`config.mk`:
```
export PLATFORM = sky130hd
export DESIGN_NAME = event_counter_updown
export DESIGN_NICKNAME = d
export VERILOG_FILES = /design/src/rtl/event_counter_updown.sv
export SDC_FILE = /design/constraint.sdc
export NUM_CORES = 1
export LEC_CHECK = 0
export ABC_AREA = 1
export BUFFER_PORTS_ARGS = -buffer_cell sky130_fd_sc_hd__buf_2
export CORE_MARGIN = 4
export CORE_UTILIZATION = 51
export DETAILED_ROUTE_END_ITERATION = 6
export PLACE_DENSITY = 0.77
export SLEW_MARGIN = 40
export SYNTH_ARGS = -nofsm -noshare
export SYNTH_HDL_FRONTEND = slang
export SYNTH_SLANG_ARGS = --single-unit
```
`constraint.sdc`:
```
create_clock -name clk_i -period 1.5 [get_ports clk_i]
set_input_delay 0.225 -clock clk_i [delete_from_list [all_inputs] [get_ports clk_i]]
set_output_delay 0.225 -clock clk_i [all_outputs]
set_load 0.1 [all_outputs]
```
`src/rtl/event_counter_updown.sv`:
```
// Up/down event counter with programmable modulo, wrap/saturate mode, clear/load
// and boundary flags; asynchronous up/down inputs are synchronised, debounced and edge-detected.

module ecu_input #(
  parameter int SYNC_STAGES     = 2,
  parameter int DEBOUNCE_CYCLES = 0
) (
  input  logic clk_i,
  input  logic rstn_i,
  input  logic din,
  output logic evt
);
  logic [SYNC_STAGES-1:0] sync;
  logic                   filt;
  logic                   filt_dly;

  always_ff @(posedge clk_i or negedge rstn_i)
    if (!rstn_i) sync <= '0;
    else         sync <= {sync[SYNC_STAGES-2:0], din};

  generate
    if (DEBOUNCE_CYCLES == 0) begin : g_nodb
      assign filt = sync[SYNC_STAGES-1];
    end else begin : g_db
      localparam int DW = $clog2(DEBOUNCE_CYCLES + 1);
      logic [DW-1:0] db_cnt;
      logic          filt_q;

      // A new level is accepted only after DEBOUNCE_CYCLES consecutive disagreeing samples.
      always_ff @(posedge clk_i or negedge rstn_i)
        if (!rstn_i) begin
          db_cnt <= '0;
          filt_q <= 1'b0;
        end else if (sync[SYNC_STAGES-1] == filt_q) begin
          db_cnt <= '0;
        end else if (db_cnt == DW'(DEBOUNCE_CYCLES - 1)) begin
          filt_q <= sync[SYNC_STAGES-1];
          db_cnt <= '0;
        end else begin
          db_cnt <= db_cnt + DW'(1);
        end

      assign filt = filt_q;
    end
  endgenerate

  always_ff @(posedge clk_i or negedge rstn_i)
    if (!rstn_i) filt_dly <= 1'b0;
    else         filt_dly <= filt;

  assign evt = filt & ~filt_dly;
endmodule

module event_counter_updown #(
  parameter int          COUNT_WIDTH     = 16,
  parameter int unsigned MAX_VALUE       = 2**COUNT_WIDTH - 1,
  parameter bit          SATURATE        = 1'b0,
  parameter int          SYNC_STAGES     = 2,
  parameter int          DEBOUNCE_CYCLES = 0
) (
  input  logic                   clk_i,
  input  logic                   rstn_i,
  input  logic                   up_i,
  input  logic                   down_i,
  input  logic                   clear_i,
  input  logic                   load_i,
  input  logic [COUNT_WIDTH-1:0] load_val_i,
  output logic [COUNT_WIDTH-1:0] count_o,
  output logic                   wrap_o,
  output logic                   at_max_o,
  output logic                   at_zero_o
);
  localparam logic [COUNT_WIDTH-1:0] MAXV = COUNT_WIDTH'(MAX_VALUE);

  logic [1:0] raw;
  logic [1:0] evt;
  logic       up_ev;
  logic       dn_ev;

  assign raw = {down_i, up_i};

  for (genvar g = 0; g < 2; g++) begin : g_in
    ecu_input #(
      .SYNC_STAGES    (SYNC_STAGES),
      .DEBOUNCE_CYCLES(DEBOUNCE_CYCLES)
    ) u_in (
      .clk_i (clk_i),
      .rstn_i(rstn_i),
      .din   (raw[g]),
      .evt   (evt[g])
    );
  end

  assign up_ev = evt[0];
  assign dn_ev = evt[1];

  // Clear and load take precedence; any event landing in that cycle is lost.
  always_ff @(posedge clk_i or negedge rstn_i)
    if (!rstn_i) begin
      count_o <= '0;
      wrap_o  <= 1'b0;
    end else begin
      wrap_o <= 1'b0;
      if (clear_i) begin
        count_o <= '0;
      end else if (load_i) begin
        count_o <= (load_val_i > MAXV) ? MAXV : load_val_i;
      end else if (up_ev && !dn_ev) begin
        if (count_o != MAXV) begin
          count_o <= count_o + COUNT_WIDTH'(1);
        end else if (!SATURATE) begin
          count_o <= '0;
          wrap_o  <= 1'b1;
        end
      end else if (dn_ev && !up_ev) begin
        if (count_o != '0) begin
          count_o <= count_o - COUNT_WIDTH'(1);
        end else if (!SATURATE) begin
          count_o <= MAXV;
          wrap_o  <= 1'b1;
        end
      end
    end

  assign at_max_o  = (count_o == MAXV);
  assign at_zero_o = (count_o == '0);
endmodule

```
==> results.toml <==
[job]
drv_cap = 0

[synth]
yosys.area_share.adder = 0.0284
synth_mux_area_frac = 0
ys_ff_latch = 23
ys_seq_area_frac = 0.261
synthSimpleGateAreaFrac = 0.511
synth_cells = 365
yosysUniqueCellTypes = 26
netlist_area_sq_mm = 0.00220
synth_compound_area_frac = 0.0573
synth_top_family_by_area = "simple AND/OR/NAND/NOR gates"
yosysWarnings = 0
synth-xor-area-share = 0.0358
syn_area_per_cell_sq_um = 6.04
syn_nets = 392

[timing]
worst_pin_slew_ps = 601
worst_slack_ps = -502
relSlewSlack = 0.600
finalSetupViolCount = 20
fmax_ghz = 0.500
fin_crit_sh = 1.33
hold_ws_ps = 43.0
fin_crit_ps = 2000
drv_slew = 0
rsz0062_at_grt = "true"
fin_skew_ps = 7.91
hold_violations = 0

[cts]
clk_latency_ps = 290
cts_buffers = 3
cts.clk_slew.worst_paths_ps = 110
root_buffer = "clkbuf_8"
cts_max_level = 1
tritoncts = "yes"
clock_sinks = 23
clockBufferDepth = 2

[global_routing]
grt_use_total = 0.355
grt_start_max_net_pins = 31
grt_pass1_wl_um = 14800
antenna_found_initial = 0
grt_pass1_vias = 2979
grt-ovfl-total = 0

[worst_setup_path]
crit_slowest_cell = "dfrtp_4"
crit_required_ps = 1270
cp-start-kind = "flip-flop"
critical_path.max_stage_delay_ps = 500
cp_data_arrival_time_ps = 1780
r2r_slack_ps = -470
cp_max_fo = 4
reg2reg_to = "count_o[0]"
reg2regPathDepth = 13
crit_chain = "ha_4 > nand2_4 > inv_4 > nand3_4 > nor2_4 > nand2_4 > nor2_4 > buf_12"
worst_setup_path_end_kind = "output port"
reg2reg_from = "count_o[0]"
path_class = "flip-flop to output port"

[power]
pwr-share-seq = 0.256
leakage_nw = 1.88
powerDensity_mw_per_mm2 = 887
p_int_mw = 1.65
p_total_mw = 3.30
clock_power_share = 0.136
power.switching_mw = 1.65
peakVddDrop_v = 0.000597
p_comb_frac = 0.608
p_sw_frac = 0.499

[die]
die_h_um = 73.7
die_area_sq_mm = 0.00544
ioPinCount = 41
die_w_um = 73.7
initial_core_util = 0.539
core.rowCount = 23
core_sq_mm = 0.00409

[run_status]
violations = "design-rule violations, negative setup slack"
outcome = "finished, violations left"

[placement]
place_hpwl_um = 5300
gp_congestion = 0.967
port_buffers = 40

[cells_and_area]
syn_to_final_growth_pct = 68.8
final_nets = 509
drive_gt1_frac = 0.472
antenna_cells = 0
fill_cells = 158

[detailed_routing]
drc = 69
initialDrtViolationCount = 589
dr.pass1.iters = 7
wirelength_um = 11900
routedWlPerCell_um = 22.3
vias_per_cell = 6.57
ant_nets = 0
vias = 3489

[worst_hold_path]
holdPathEnd = "g_in[0].u_in.sync[0]"
hold_start = "up_i"
holdPathStages = 1
holdCritPathClass = "primary input to flip-flop"
## power by group through the flow
stage / clock network [mW] / logic [mW] / registers (mW)
detailed placement: 0 / 1.51 / 0.827
finish: 0.448 / 2.01 / 0.846
global placement: 0 / 1.48 / 0.825
global route: 0.457 / 2.08 / 0.845
floorplan: 0 / 0.635 / 1.16
CTS: 0.441 / 1.67 / 0.812
## repair_timing
action,CTS,global route
gates cloned,1,0
pin swaps,27,17
resized for setup,45,60
hold buffers,1,0
setup endpoints to repair,19,22
hold endpoints to repair,23,0
setup buffers,22,8
## synthesized netlist by cell type
| cell | number | share of area |
|---|---|---|
| a21oi_4 | 1 | 0.0074 |
| clkbuf_1 | 2 | 0.0034 |
| buf_4 | 6 | 0.020 |
| o21ai_0 | 12 | 0.027 |
| xnor2_1 | 3 | 0.012 |
| dfrtp_1 | 23 | 0.26 |
| nor2_4 | 8 | 0.041 |
| nand3_2 | 1 | 0.0045 |
| nand4_1 | 2 | 0.0057 |
| ha_1 | 5 | 0.028 |
| o21bai_1 | 1 | 0.0034 |
| nand2_2 | 9 | 0.026 |
| o21ai_1 | 4 | 0.0091 |
| nor3_1 | 3 | 0.0068 |
| inv_1 | 32 | 0.054 |
| inv_2 | 2 | 0.0034 |
| nand3_1 | 38 | 0.086 |
| nand2_1 | 127 | 0.22 |
| buf_2 | 2 | 0.0045 |
| a21boi_1 | 1 | 0.0034 |
| buf_6 | 4 | 0.020 |
| nand2_4 | 1 | 0.0051 |
| nor2_1 | 67 | 0.11 |
| a21oi_1 | 3 | 0.0068 |
| nor2_2 | 2 | 0.0057 |
| xor2_1 | 6 | 0.024 |
## logic make-up after synthesis
family,Yosys count
AOI/OAI and AO/OA,22
xor gates and xnor gates,9
adders and majority gates,5
buffers and inverters,48
DFF,23
and+or+nand+nor,258
## through the flow
step                utilization  instance area (sq um)  setup slack (ps)  setup TNS (ps)  std cells
floorplan                     -                   2310              -686           -5040        365
global placement          0.754                   3080              -176           -2240        500
detailed placement        0.754                   3080              -250           -3310        500
CTS                       0.847                   3460              -333           -4220        527
global route              0.911                   3720              -556           -8140        531
finish                    0.911                   3720              -502           -7320        531
## per-layer routing
layer,wire length [um],vias up,share of wire,GRT usage
met5,0,-,0,0
met4,1160,0,0.098,0.129
met3,1640,167,0.14,0.0575
met2,5150,397,0.43,0.603
met1,3910,1567,0.33,0.449
li1,-,1358,-,-
## layout make-up
type | instances | area [sq um] | share of cell area
repair buffers | 125 | 1130 | 0.303
multi-input cells | 295 | 1720 | 0.461
well taps | 50 | 62.6 | 0.0168
clock buffers | 3 | 41.3 | 0.0111
clock inverters | 1 | 7.51 | 0.00202
inverters | 34 | 141 | 0.0380
flip-flops and latches | 23 | 623 | 0.167
## registers in the layout, summed over array words and instances (netlist names)
name / cells
count_o: 16
g_in.u_in.sync: 4
g_in.u_in.filt_dly: 2
wrap_o: 1
## cells in the final DEF (no fill, tap or decap), types with 3 or more instances in the layout
master    count
buf_12       16
buf_2        26
buf_4        67
buf_6        14
clkbuf_8      3
dfrtp_1       7
dfrtp_2       5
dfrtp_4      11
ha_4          4
inv_1        24
inv_2         5
inv_4         4
nand2_1     115
nand2_2      11
nand2_4      10
nand3_1      27
nand3_2      10
nor2_1       54
nor2_2       10
nor2_4       14
o21ai_1      10
o21ai_2       4
xor2_1        6
## how the worst max path moves through the flow
| stage | start | endpoint | slack, ps | cells after the start |
|---|---|---|---|---|
| after floorplan | count_o[1] | count_o[0] | -690 | 12 |
| after global placement | count_o[0] | count_o[14] | -180 | 13 |
| after detailed placement | g_in[0].u_in.sync[1] | count_o[2] | -250 | 12 |
| after CTS | count_o[0] | at_max_o | -330 | 8 |
| after global routing | count_o[3] | at_zero_o | -560 | 6 |
| final | count_o[0] | at_max_o | -500 | 8 |
## critical path, delay by kind of cell, from the launching register on
kind	cells	cell delay [ps]
simple gates	5	540
flops	1	500
buf+inv	2	260
fa+ha+maj	1	180
Note: power is estimated with default switching activity, not from simulation.
